==> src/rtl/nn_output_collector_pkg.sv <==
// Shared constants and types for the NN output collector.
// Latency: n/a (package only).
// Backpressure: n/a (package only).
// Contents: Q2.14 constants, default widths/threshold, collector state
// encoding and entry-layout helpers.
package nn_collect_pkg;

  localparam int          DATA_W_DEF = 16;
  localparam int          DEPTH_DEF  = 16;
  localparam logic [15:0] ONE        = 16'h4000;  // 1.0 in Q2.14
  localparam logic [15:0] HALF       = 16'h2000;  // 0.5 in Q2.14
  localparam logic [15:0] THRESH_DEF = HALF;

  typedef enum logic [1:0] {
    IDLE    = 2'd0,
    CAPTURE = 2'd1,
    DRAIN   = 2'd2,
    DONE    = 2'd3
  } state_e;

  // Entry layout, MSB first: {last, class[1:0], a3_1, a3_2}
  function automatic int entry_w(input int dw);
    return 2 * dw + 3;
  endfunction

  function automatic int last_ofs(input int dw);
    return 2 * dw + 2;
  endfunction

  function automatic int class_ofs(input int dw);
    return 2 * dw;
  endfunction

endpackage

==> src/rtl/nn_output_collector_fifo.sv <==
// Synchronous FIFO with registered read port and occupancy count.
// Latency: write visible the cycle after the edge; pop data/valid one cycle after rd_en.
// Backpressure: writes refused when full unless a pop happens the same cycle (wr_ok low).
// Ports: clk/res; wr_en/wr_data/wr_ok write side; rd_en/rd_data/rd_valid read side;
// empty/full/count status.
module nn_sync_fifo #(
  parameter int WIDTH = 35,
  parameter int DEPTH = 16
) (
  input  logic                     clk,
  input  logic                     res,
  input  logic                     wr_en,
  input  logic [WIDTH-1:0]         wr_data,
  output logic                     wr_ok,
  input  logic                     rd_en,
  output logic [WIDTH-1:0]         rd_data,
  output logic                     rd_valid,
  output logic                     empty,
  output logic                     full,
  output logic [$clog2(DEPTH):0]   count
);

  localparam int AW = $clog2(DEPTH);
  localparam logic [AW:0] FULL_CNT = (AW+1)'(DEPTH);

  logic [WIDTH-1:0] mem_q [DEPTH];
  logic [AW-1:0]    wr_ptr_q, wr_ptr_d, rd_ptr_q, rd_ptr_d;
  logic [AW:0]      count_q, count_d;
  logic [WIDTH-1:0] rd_data_q, rd_data_d;
  logic             rd_valid_q, rd_valid_d;
  logic             rd_ok;

  always_comb begin
    rd_ok      = rd_en && (count_q != '0);
    // When full, the slot being popped this cycle is the one being written.
    wr_ok      = wr_en && ((count_q != FULL_CNT) || rd_ok);
    wr_ptr_d   = wr_ok ? wr_ptr_q + 1'b1 : wr_ptr_q;
    rd_ptr_d   = rd_ok ? rd_ptr_q + 1'b1 : rd_ptr_q;
    rd_data_d  = rd_ok ? mem_q[rd_ptr_q] : rd_data_q;
    rd_valid_d = rd_ok;
    count_d    = count_q;
    if (wr_ok && !rd_ok) count_d = count_q + 1'b1;
    if (rd_ok && !wr_ok) count_d = count_q - 1'b1;
  end

  always_ff @(posedge clk) begin
    if (res) begin
      wr_ptr_q   <= '0;
      rd_ptr_q   <= '0;
      count_q    <= '0;
      rd_data_q  <= '0;
      rd_valid_q <= 1'b0;
    end else begin
      wr_ptr_q   <= wr_ptr_d;
      rd_ptr_q   <= rd_ptr_d;
      count_q    <= count_d;
      rd_data_q  <= rd_data_d;
      rd_valid_q <= rd_valid_d;
    end
  end

  // Storage needs no reset: contents are only reachable through the pointers.
  always_ff @(posedge clk) begin
    if (wr_ok) mem_q[wr_ptr_q] <= wr_data;
  end

  assign rd_data  = rd_data_q;
  assign rd_valid = rd_valid_q;
  assign count    = count_q;
  assign empty    = (count_q == '0);
  assign full     = (count_q == FULL_CNT);

endmodule

==> src/rtl/nn_output_collector.sv <==
// Captures each new NN_CORE output pair (with class bits and last flag) into a FIFO for a reader.
// Latency: capture visible one cycle after the sampling edge; pops return data one cycle after rd_en.
// Backpressure: none toward NN_CORE; captures arriving while full are dropped and flagged in overflow.
// Ports: clk/res; a3_1/a3_2/finish_updating from core; capture_en arm; rd_en/rd_data/rd_valid
// read side; empty/full/count/overflow/done/sample_cnt status.
module nn_output_collector
  import nn_collect_pkg::*;
#(
  parameter int                 DATA_W = DATA_W_DEF,
  parameter int                 DEPTH  = DEPTH_DEF,
  parameter logic [DATA_W-1:0]  THRESH = THRESH_DEF
) (
  input  logic                    clk,
  input  logic                    res,
  input  logic [DATA_W-1:0]       a3_1,
  input  logic [DATA_W-1:0]       a3_2,
  input  logic                    finish_updating,
  input  logic                    capture_en,
  input  logic                    rd_en,
  output logic [2*DATA_W+2:0]     rd_data,
  output logic                    rd_valid,
  output logic                    empty,
  output logic                    full,
  output logic [$clog2(DEPTH):0]  count,
  output logic                    overflow,
  output logic                    done,
  output logic [31:0]             sample_cnt
);

  state_e                state_q, state_d;
  logic [2*DATA_W-1:0]   prev_q, prev_d, pair;
  logic                  prev_valid_q, prev_valid_d;
  logic                  finish_q;
  logic                  overflow_q, overflow_d;
  logic                  done_q, done_d;
  logic [31:0]           sample_cnt_q, sample_cnt_d;
  logic                  cap, last, wr_ok;
  logic [1:0]            cls;
  logic [2*DATA_W+2:0]   entry;

  // Capture decision and state sequencing.
  always_comb begin
    pair         = {a3_1, a3_2};
    cls          = {a3_1 >= THRESH, a3_2 >= THRESH};
    state_d      = state_q;
    prev_d       = prev_q;
    prev_valid_d = prev_valid_q;
    cap          = 1'b0;
    last         = 1'b0;
    if (!capture_en) begin
      state_d      = IDLE;
      prev_valid_d = 1'b0;
    end else begin
      case (state_q)
        IDLE: begin
          state_d      = CAPTURE;
          prev_valid_d = 1'b0;
        end
        CAPTURE: begin
          // A finish edge captures even when the outputs did not move.
          if (finish_updating && !finish_q) begin
            cap     = 1'b1;
            last    = 1'b1;
            state_d = DRAIN;
          end else if (!prev_valid_q || (pair != prev_q)) begin
            cap = 1'b1;
          end
          if (cap) begin
            prev_d       = pair;
            prev_valid_d = 1'b1;
          end
        end
        DRAIN:   if (empty) state_d = DONE;
        default: state_d = DONE;
      endcase
    end
    entry  = {last, cls, pair};
    done_d = (state_d == DONE);
  end

  // Counters depend on whether the FIFO accepted the write.
  always_comb begin
    overflow_d   = overflow_q;
    sample_cnt_d = sample_cnt_q;
    if (capture_en && (state_q == IDLE)) sample_cnt_d = '0;
    if (cap && !wr_ok) overflow_d = 1'b1;
    if (wr_ok && (sample_cnt_q != '1)) sample_cnt_d = sample_cnt_q + 32'd1;
  end

  always_ff @(posedge clk) begin
    if (res) begin
      state_q      <= IDLE;
      prev_q       <= '0;
      prev_valid_q <= 1'b0;
      finish_q     <= 1'b0;
      overflow_q   <= 1'b0;
      done_q       <= 1'b0;
      sample_cnt_q <= '0;
    end else begin
      state_q      <= state_d;
      prev_q       <= prev_d;
      prev_valid_q <= prev_valid_d;
      finish_q     <= finish_updating;
      overflow_q   <= overflow_d;
      done_q       <= done_d;
      sample_cnt_q <= sample_cnt_d;
    end
  end

  nn_sync_fifo #(
    .WIDTH (entry_w(DATA_W)),
    .DEPTH (DEPTH)
  ) u_fifo (
    .clk      (clk),
    .res      (res),
    .wr_en    (cap),
    .wr_data  (entry),
    .wr_ok    (wr_ok),
    .rd_en    (rd_en),
    .rd_data  (rd_data),
    .rd_valid (rd_valid),
    .empty    (empty),
    .full     (full),
    .count    (count)
  );

  assign overflow   = overflow_q;
  assign done       = done_q;
  assign sample_cnt = sample_cnt_q;

endmodule

==> config.mk <==
export PLATFORM = sky130hd
export DESIGN_NAME = nn_output_collector
export DESIGN_NICKNAME = d
export VERILOG_FILES = /design/src/rtl/nn_output_collector_pkg.sv /design/src/rtl/nn_output_collector_fifo.sv /design/src/rtl/nn_output_collector.sv
export SDC_FILE = /design/constraint.sdc
export NUM_CORES = 1
export LEC_CHECK = 0
export ABC_CLOCK_PERIOD_IN_PS = 9300
export BUFFER_PORTS_ARGS = -buffer_cell sky130_fd_sc_hd__clkbuf_2
export CORE_MARGIN = 2
export CORE_UTILIZATION = 45
export DETAILED_ROUTE_END_ITERATION = 8
export GPL_ROUTABILITY_DRIVEN = 0
export SLEW_MARGIN = 25
export SYNTH_ARGS = -nofsm -noshare
export SYNTH_HDL_FRONTEND = slang
export SYNTH_SLANG_ARGS = --single-unit
export TNS_END_PERCENT = 20
==> constraint.sdc <==
create_clock -name clk -period 9.3 [get_ports clk]
set_input_delay 0 -clock clk [delete_from_list [all_inputs] [get_ports clk]]
set_output_delay 0 -clock clk [all_outputs]
set_load 0.05 [all_outputs]
# Yosys cells after proc, flatten, opt, wreduce, memory -nomap -nowiden
# Memory sizes are Yosys's and may differ from the RTL's. A register that Yosys moved wholly into a read port is not among the register bits.
# Cells that the tools add are included.
# Widths: inputs -> output; s select.
# word_totals
ramBits	560
latch_bits	0
wordCells	72
reg_bits	84
mem_count	1
out_inout_bits	77
mem_bits_ro	0
# mem_list
name	depth	width	rd	rd_ports_with_merged_regs	wr	line_no	text
u_fifo.mem_q	16	35	1	1	1	nn_output_collector_fifo.sv:26	logic [WIDTH-1:0] mem_q [DEPTH];
# op_classes
n_addsub	5
shifts	0
bitwise	1
reduce_logical	23
n_eq_ne	8
n_mux	21
n_mul	0
div_mod_pow	0
magnitude_cmp	2
# ops
op	n
$mux 32	2
$add 32x1->32 const B	1
$ge 16x14->1 const B	2
$ne 32x32->1	1
$ne 32x32->1 const B	1
$mux 1	12
$mux 5	2
$add 4x1->4 const B	2
$logic_and 1x1->1	8
$mux 2	3
$pmux 2 s3	1
$reduce_bool 2->1	3
$add 5x1->5 const B	1
$eq 5x5->1 const B	1
$logic_not 5->1	1
$ne 5x5->1 const B	1
$reduce_bool 5->1	1
$sub 5x1->5 const B	1
$eq 2x2->1 const B	2
$logic_not 1->1	4
$reduce_and 3->1	1
$eq 2x1->1 const B	1
$logic_not 2->1	1
$logic_or 1x1->1	2
other kinds (5)	5

# Depth between registers and ports, before layout
# Gate-level depths: netlist of the first run.
# logic_depth
word_depth	12
depth_mapped	11
depth_no_buf	11

# By module
# From an unflattened synthesis of the first run, not the netlist that was laid out.
# unflattened
hier_cells	1585
area_unflattened_um2	27572.7
# modules_own_cells
module	instances	seq_area_each_um2	area_per_inst_um2	cells_each
nn_sync_fifo	1	17797.1	23184.7	1045
nn_output_collector	1	1401.3	4388.0	540

# Worst setup path after synthesis of the first run
# No wires, ideal clock.
# synth_path
path_kind	reg-to-reg
from	reg u_fifo.count_q[0], in the netlist u_fifo.count[0]
to	mem u_fifo.mem_q[10][0], enable pin
period_less_slack_ps	3035
stages_incl_launch_ff	6
setup_time_ps	396
arrival_ps	2639
required_ps	8904
slack_ps	6265
cell_sequence	dfxtp_1 or4_1 nor3_2 nor3_1 clkbuf_1 and3_1
# synth_between
elab_chain_len	6
elab_cells_between_ends	7
classes_between	eq/ne (1); mux (2); reduce/logical (4)
# synth_rtl
element	line_no	text
start, declared	nn_output_collector_fifo.sv:28	logic [AW:0] count_q, count_d;
start signal, assigned	nn_output_collector_fifo.sv:56	count_q <= count_d;
$reduce_bool 5->1	nn_output_collector_fifo.sv:34	rd_ok = rd_en && (count_q != '0);
$logic_and 1x1->1	nn_output_collector_fifo.sv:34	
$logic_or 1x1->1 *	nn_output_collector_fifo.sv:36	wr_ok = wr_en && ((count_q != FULL_CNT) || rd_ok);
$logic_and 1x1->1 *	nn_output_collector_fifo.sv:36	
$mux 1 *	nn_output_collector_fifo.sv:64	if (wr_ok) mem_q[wr_ptr_q] <= wr_data;
$mux 1 (not written as such) *	nn_output_collector_fifo.sv:64	
end, declared	nn_output_collector_fifo.sv:26	
# Every way passes the cells marked *; elsewhere a longest branch is shown, timed or not.

# Worst setup path after layout of the first run
# layout_path
from	in a3_1[13]
to	reg u_fifo.count_q[4], in the netlist u_fifo.count[4]
# layout_between
elab_chain_len	12
elab_cells_between_ends	14
classes_between	eq/ne (1); mux (7); reduce/logical (6)
# layout_rtl
element	line_no	text
start, declared	nn_output_collector.sv:15	input logic [DATA_W-1:0] a3_1,
$ne 32x32->1 *	nn_output_collector.sv:65	end else if (!prev_valid_q || (pair != prev_q)) begin
$logic_or 1x1->1 *	nn_output_collector.sv:65	
$mux 1 *	nn_output_collector.sv:65	
$mux 1 *	nn_output_collector.sv:61	if (finish_updating && !finish_q) begin
$mux 1 *	nn_output_collector.sv:54	case (state_q)
$mux 1 *	nn_output_collector.sv:50	if (!capture_en) begin
$mux 1 *	nn_output_collector.sv:54	
$mux 1 *	nn_output_collector.sv:50	
$logic_and 1x1->1 *	nn_output_collector_fifo.sv:36	
$logic_not 1->1	nn_output_collector_fifo.sv:43	if (rd_ok && !wr_ok) count_d = count_q - 1'b1;
$logic_and 1x1->1	nn_output_collector_fifo.sv:43	
$mux 5 or $reduce_bool 2->1 (tied branches)	--	
# Every way passes the cells marked *; elsewhere a longest branch is shown, timed or not. The select of a mux whose other input is x is not followed.
# A chain may end at the register's enable or synchronous reset.

==> flow_metrics.tcl, run 1 <==
set metrics [dict create \
    diodes 0 \
    postCtsResizedCells 0 \
    num-fill-cells 4626 \
    finalSetupTns_ns 0 \
    io_buffers 113 \
    avgRoutedWirePerCell_um 24.4 \
    die-width_um 246 \
    seqPwrFrac_pct 46.2 \
    powerDensity_nw_per_um2 245 \
    ys_seq_elements 679 \
    syn_to_final_growth_pct 15.9 \
    clkSlewWorstSetupHoldPaths_ns 0.06 \
    cts_hold_buffers 37 \
    synth_warnings 0 \
    synth_area_per_cell_um2 18.5 \
    antenna_found_initial 1 \
    drc 0 \
    fmax_mhz 259 \
    start_util_pct 45.6 \
    reg2reg_from "prev_q[31]" \
    num_vias 13800 \
    synth_nets 1471 \
    p_sw_mw 2.00 \
    slew_violations 0 \
    async_flop_share_pct 0 \
    skew_ns 0.0154 \
    drtIter0Drc 1096 \
    post_cts_buffers 0 \
    cellInternalPower_mw 5.50 \
    synthCells 1424 \
    leakage_nw 9.99 \
    grt_max_degree 69 \
    startpoint_type "input pin" \
    peakVddDrop_uv 151 \
    maxCapViolations 0 \
    core_area_um2 57800 \
    grt_overflow 0 \
    nNetsFinal 1647 \
    layout_min_cycle_time_ns 3.86 \
    grt_pass1_vias 14300 \
    die_area_um2 60600 \
    ff2ff_setup_slack_ns 5.44 \
    worst_pin_slew_ns 1.08 \
    min_from "finish_updating" \
    wirelength_mm 59.2 \
    startpoint "a3_1[13]" \
    post-route-period-util_pct 41.5 \
    rsz0062_at_grt "false" \
    die_height_um 246 \
    grt_usage_pct 20.1 \
    comb_power_share_pct 15.9 \
    hpwl_mm 32.6 \
    status "finished, final reports clean" \
    sw_frac_of_total_pct 26.6 \
    cts_inserted_buffers 73 \
    slew_headroom_pct 27.6 \
    std_cell_rows 88 \
    endpoint_kind "flip-flop" \
    finalSetupViolCount 0 \
    critPathKind "input pin to flip-flop" \
    required_ns 9.79 \
    synth_area_um2 26400 \
    first_pass_iters 7 \
    pwr-share-clk_pct 37.9 \
    synth_edf_count 560 \
    via_per_inst 5.68 \
    whs_ns 0.300 \
    final_common_cell "edfxtp_1" \
    worstPathMaxFanout 19 \
    clkSinkCount 679 \
    ys_seq_area_share_pct 72.8 \
    htreeDepth 3 \
    io-pin-count 114 \
    insertion_delay_ns 0.60 \
    ys_types 53 \
    final_cell_mix "560 x edfxtp_1, 175 x mux4_2, 115 x dfxtp_1, 114 x nand2_1, 112 x clkbuf_2" \
    synth_ff_type "edfxtp_1" \
    tritoncts "built" \
    finalHoldViolations 0 \
    cts-root-buf "clkbuf_16" \
    layout-drive-gt1-share_pct 27.3 \
    grt_pass1_wl_mm 89.4 \
    cts_buffer_depth 3 \
    drt.antenna.violating_nets 0 \
    arrival_ns 4.35 \
    power_mw 7.50 \
    holdCritPathClass "input pin to flip-flop" \
]
[metrics by stage]
| step | instances | area (um2) | util (%) | setup slack (ns) |
|---|---|---|---|---|
| after detailed placement | 2253 | 27800 | 48.2 | 5.35 |
| after global placement | 2253 | 27800 | 48.1 | 5.25 |
| after global routing | 2426 | 30600 | 52.9 | 5.07 |
| after CTS | 2426 | 30600 | 52.9 | 5.33 |
| final | 2426 | 30600 | 52.9 | 5.44 |
| after floorplan | 1424 | 26400 | - | 6.27 |
[Yosys cell counts (5+ instances only)]
cell type / instances / share of area (%)
mux2_2: 5 / 0.21
or4_1: 9 / 0.26
nor2_1: 61 / 0.87
clkbuf_1: 42 / 0.60
xnor2_1: 34 / 1.1
and3_1: 21 / 0.50
nor2b_1: 8 / 0.19
xor2_1: 9 / 0.30
buf_1: 13 / 0.18
nand3_1: 10 / 0.19
dfxtp_1: 119 / 9.0
nand4_1: 16 / 0.38
a21oi_1: 60 / 1.1
nor3_1: 17 / 0.32
mux2i_1: 31 / 1.2
ha_1: 9 / 0.43
edfxtp_1: 560 / 64
mux4_2: 175 / 15
o31ai_1: 5 / 0.14
o21ai_0: 20 / 0.38
nand2_1: 115 / 1.6
and2_1: 8 / 0.19
buf_2: 12 / 0.23
inv_1: 12 / 0.17
[cell type report]
cell class | count | area, um2 | area share, %
inverters | 12 | 45.0 | 0.147
flip-flops and latches | 679 | 19200 | 62.8
repair buffers | 173 | 1110 | 3.63
multi-input cells | 661 | 6890 | 22.5
well taps | 765 | 957 | 3.13
clock inverters | 25 | 210 | 0.687
clock buffers | 111 | 2170 | 7.08
[routing by layer]
metal,share of wire [%],track usage [%],wire (um),up-vias
met4,1.9,6.10,1110,2
met5,0.019,0,11,-
met3,5.7,3.73,3370,71
met1,43,27.7,25500,7234
met2,49,32.6,29200,414
li1,-,-,-,6054
[sequential cells by signal, summed over array words and instances (netlist names)]
signal / count
prev_q: 32
u_fifo.mem_q: 560
finish_q: 1
u_fifo.rd_data: 35
u_fifo.count: 5
u_fifo.wr_ptr_q: 4
u_fifo.rd_valid: 1
done: 1
u_fifo.rd_ptr_q: 4
state_q: 2
prev_valid_q: 1
sample_cnt: 32
overflow: 1
[critical path, cell delays in order]
cell and delay (ns):
dlygate4sd3_1 0.56, clkbuf_2 0.38, xnor2_1 0.17, nand4_1 0.13, nor4_1 0.66, nand3_1 0.57, a21oi_1 0.57, ha_1 0.36
a21o_1 0.19, a21oi_1 0.19, o211ai_1 0.12, o41a_1 0.16, mux2_2 0.27
[path summary, 6_finish.rpt]
| path | to | cells past startpoint |
|---|---|---|
| setup reg to reg | u_fifo.count[4] | 11 |
| hold / removal | state_q[1] | 4 |
| hold reg to reg | u_fifo.rd_data[17] | 2 |
| setup / recovery | u_fifo.count[4] | 13 |
[cells by family after synthesis]
group | count (synthesis) | synth area share [%]
flops | 679 | 72.8
fa+ha+maj | 10 | 0.503
simple gates | 290 | 5.26
xor+xnor | 43 | 1.43
mux | 211 | 16.3
buf+inv | 84 | 1.37
compound gates | 107 | 2.36
[power groups by stage]
stage	Combinational [mW]	Clock (mW)	Sequential, mW
after detailed placement	1.20	0	3.53
after global routing	1.29	3.02	3.48
after floorplan	0.664	0	3.70
final	1.19	2.84	3.46
after CTS	1.21	2.90	3.47
after global placement	1.18	0	3.53
Power figures use the tool's default switching activity.
==> run 2: changes to the inputs <==
- ABC_CLOCK_PERIOD_IN_PS: 9300 -> 3300
- clock period: 9.3 -> 3.3 ns (I/O delays scaled with it)
==> run 2 against run 1 <==
  * Register-to-register slack got worse by 5.2 ns
  * Utilization is 1.1 points higher
  * Total power grew to 2.9 times the previous value
  * Via count grew 1.1%
  * Count of clock-buffer cells in the layout fell by 21
  * First-iteration DRC count fell by 0.82%
  * Combinational power grew to 3.0 times the previous value
  * Global-route usage increased by 1.1 points
  * Worst setup slack worse by 5.2 ns
  * Clock power grew to 2.9 times the previous value
  * Highest routed layer is now met4
==> flow_metrics.tcl, run 2 (synthesized netlist as in run 1, its figures left out) <==
set metrics [dict create \
    status "finished, final reports clean" \
    drtIter0Drc 1087 \
    arrival_ns 3.53 \
    ff2ff_setup_slack_ns 0.26 \
    grt_pass1_wl_mm 93.2 \
    stdcell_count 2472 \
    grt_usage_pct 21.2 \
    place_inst 2303 \
    worstPathMaxFanout 3 \
    finalHoldViolations 0 \
    clkSlewWorstSetupHoldPaths_ns 0.06 \
    hpwl_mm 35.6 \
    final_area_um2 31200 \
    std_cell_rows 88 \
    startpoint_type "flip-flop" \
    peakVddDrop_uv 425 \
    nNetsFinal 1695 \
    endpoint "u_fifo.count[4]" \
    worst_pin_slew_ns 1.01 \
    post_cts_buffers 0 \
    rsz0062_at_grt "false" \
    fmax_mhz 329 \
    slew_violations 0 \
    required_ns 3.80 \
    die-width_um 246 \
    finalSetupTns_ns 0 \
    crit_top_cell "a21oi_1" \
    drc 0 \
    wirelength_mm 63.0 \
    core_area_um2 57800 \
    clkSinkCount 679 \
    skew_ns 0.0158 \
    die_height_um 246 \
    endpoint_kind "flip-flop" \
    layout_min_cycle_time_ns 3.04 \
    layout-drive-gt1-share_pct 29.7 \
    maxCapViolations 0 \
    cts_inserted_buffers 71 \
    powerDensity_nw_per_um2 689 \
    slew_headroom_pct 32.4 \
    crit_chain "xnor2_1, buf_4, nand4_1, nor4_2, nand3_1, a21oi_1, ha_1, a21o_1, a21oi_1, o211ai_1, o41a_1, mux2_2" \
    final_cell_mix "560 x edfxtp_1, 175 x mux4_2, 115 x dfxtp_1, 114 x nand2_1, 112 x clkbuf_2" \
    antenna_found_initial 0 \
    critPathKind "flip-flop to flip-flop" \
    post-route-period-util_pct 92.1 \
    largest_reg_flops 560 \
    cts-root-buf "clkbuf_16" \
    syn_to_final_growth_pct 18.3 \
    io_buffers 113 \
    die_area_um2 60600 \
    drt.antenna.violating_nets 0 \
    io-pin-count 114 \
    reg2reg_from "prev_q[28]" \
    rr_worst_depth 12 \
    placed_cell_area_um2 28400 \
    grt_max_degree 72 \
    insertion_delay_ns 0.61 \
    reg2reg_to "u_fifo.count[4]" \
    htreeDepth 3 \
    holdCritPathClass "input pin to flip-flop" \
    startpoint "prev_q[28]" \
    leakage_nw 10.3 \
    final_common_cell "edfxtp_1" \
    first_pass_iters 4 \
    tritoncts "built" \
    num_vias 13900 \
    via_per_inst 5.63 \
    crit_slowest_cell "nor4_2" \
    avgRoutedWirePerCell_um 25.5 \
    finalSetupViolCount 0 \
    start_util_pct 45.6 \
    grt_pass1_vias 14500 \
    grt_overflow 0 \
    critPathMaxStageDelay_ns 0.45 \
    regMostFlops "u_fifo.mem_q" \
    cts_buffer_depth 3 \
]
run 2: report_power, final:
part	switching (mW)	internal (mW)	total, mW
Combinational	2.28	1.29	3.58
Sequential	0.149	9.49	9.64
Clock	3.31	4.97	8.29
Total	5.75	15.8	21.5
run 2: critical path: cells and delay by family (launching register included):
| family | cells | cell delay (ns) |
|---|---|---|
| AOI/OAI and AO/OA | 5 | 0.92 |
| xor gates and xnor gates | 1 | 0.16 |
| DFF | 1 | 0.32 |
| adders and majority gates | 1 | 0.31 |
| and+or+nand+nor | 3 | 0.81 |
| buffers and inverters | 1 | 0.14 |
| muxes | 1 | 0.27 |
run 2: how the worst min path moves through the flow:
stage | startpoint | to | cells after the start
after floorplan | a3_2[0] | u_fifo.mem_q[0][0] | 0
after global placement | finish_updating | finish_q | 2
after detailed placement | finish_updating | finish_q | 2
after CTS | a3_2[6] | u_fifo.mem_q[7][6] | 2
after global routing | a3_2[6] | u_fifo.mem_q[7][6] | 2
final | a3_2[6] | u_fifo.mem_q[7][6] | 2
run 2: per-stage QoR:
stage               total power [mW]  setup slack (ns)  util, %  hold WS [ns]
floorplan                       12.3             0.265        -        0.0989
global placement                13.4             0.101     49.1         0.277
detailed placement              13.4            0.0478     49.1         0.288
CTS                             21.7            0.0774     54.0         0.232
global route                    22.3            0.0683     54.0         0.259
finish                          21.5             0.261     54.0         0.274
run 2: layer usage:
metal  vias up  wire (um)  track usage, %
met3        82       3360            3.44
met5         -          0               0
met1      7335      27300            29.1
met4         0       1270            6.20
li1       6131          -               -
met2       375      31000            35.0
run 2: cell type report:
| cell class | instances | area, um2 |
|---|---|---|
| antenna | 1 | 2.50 |
| multi-input combinational | 661 | 6880 |
| timing repair buffer | 223 | 1690 |
| sequential | 679 | 19200 |
| clock inverter | 41 | 536 |
| inverter | 12 | 45.0 |
| clock buffer | 90 | 1900 |
| tap | 765 | 957 |
| fill | 4605 | 26600 |
run 2: what timing repair did:
action | CTS | global route
gates resized for setup | 0 | 1
hold buffers | 37 | 0
endpoints found under the hold margin | 571 | 0
endpoints found under the setup margin | 0 | 2
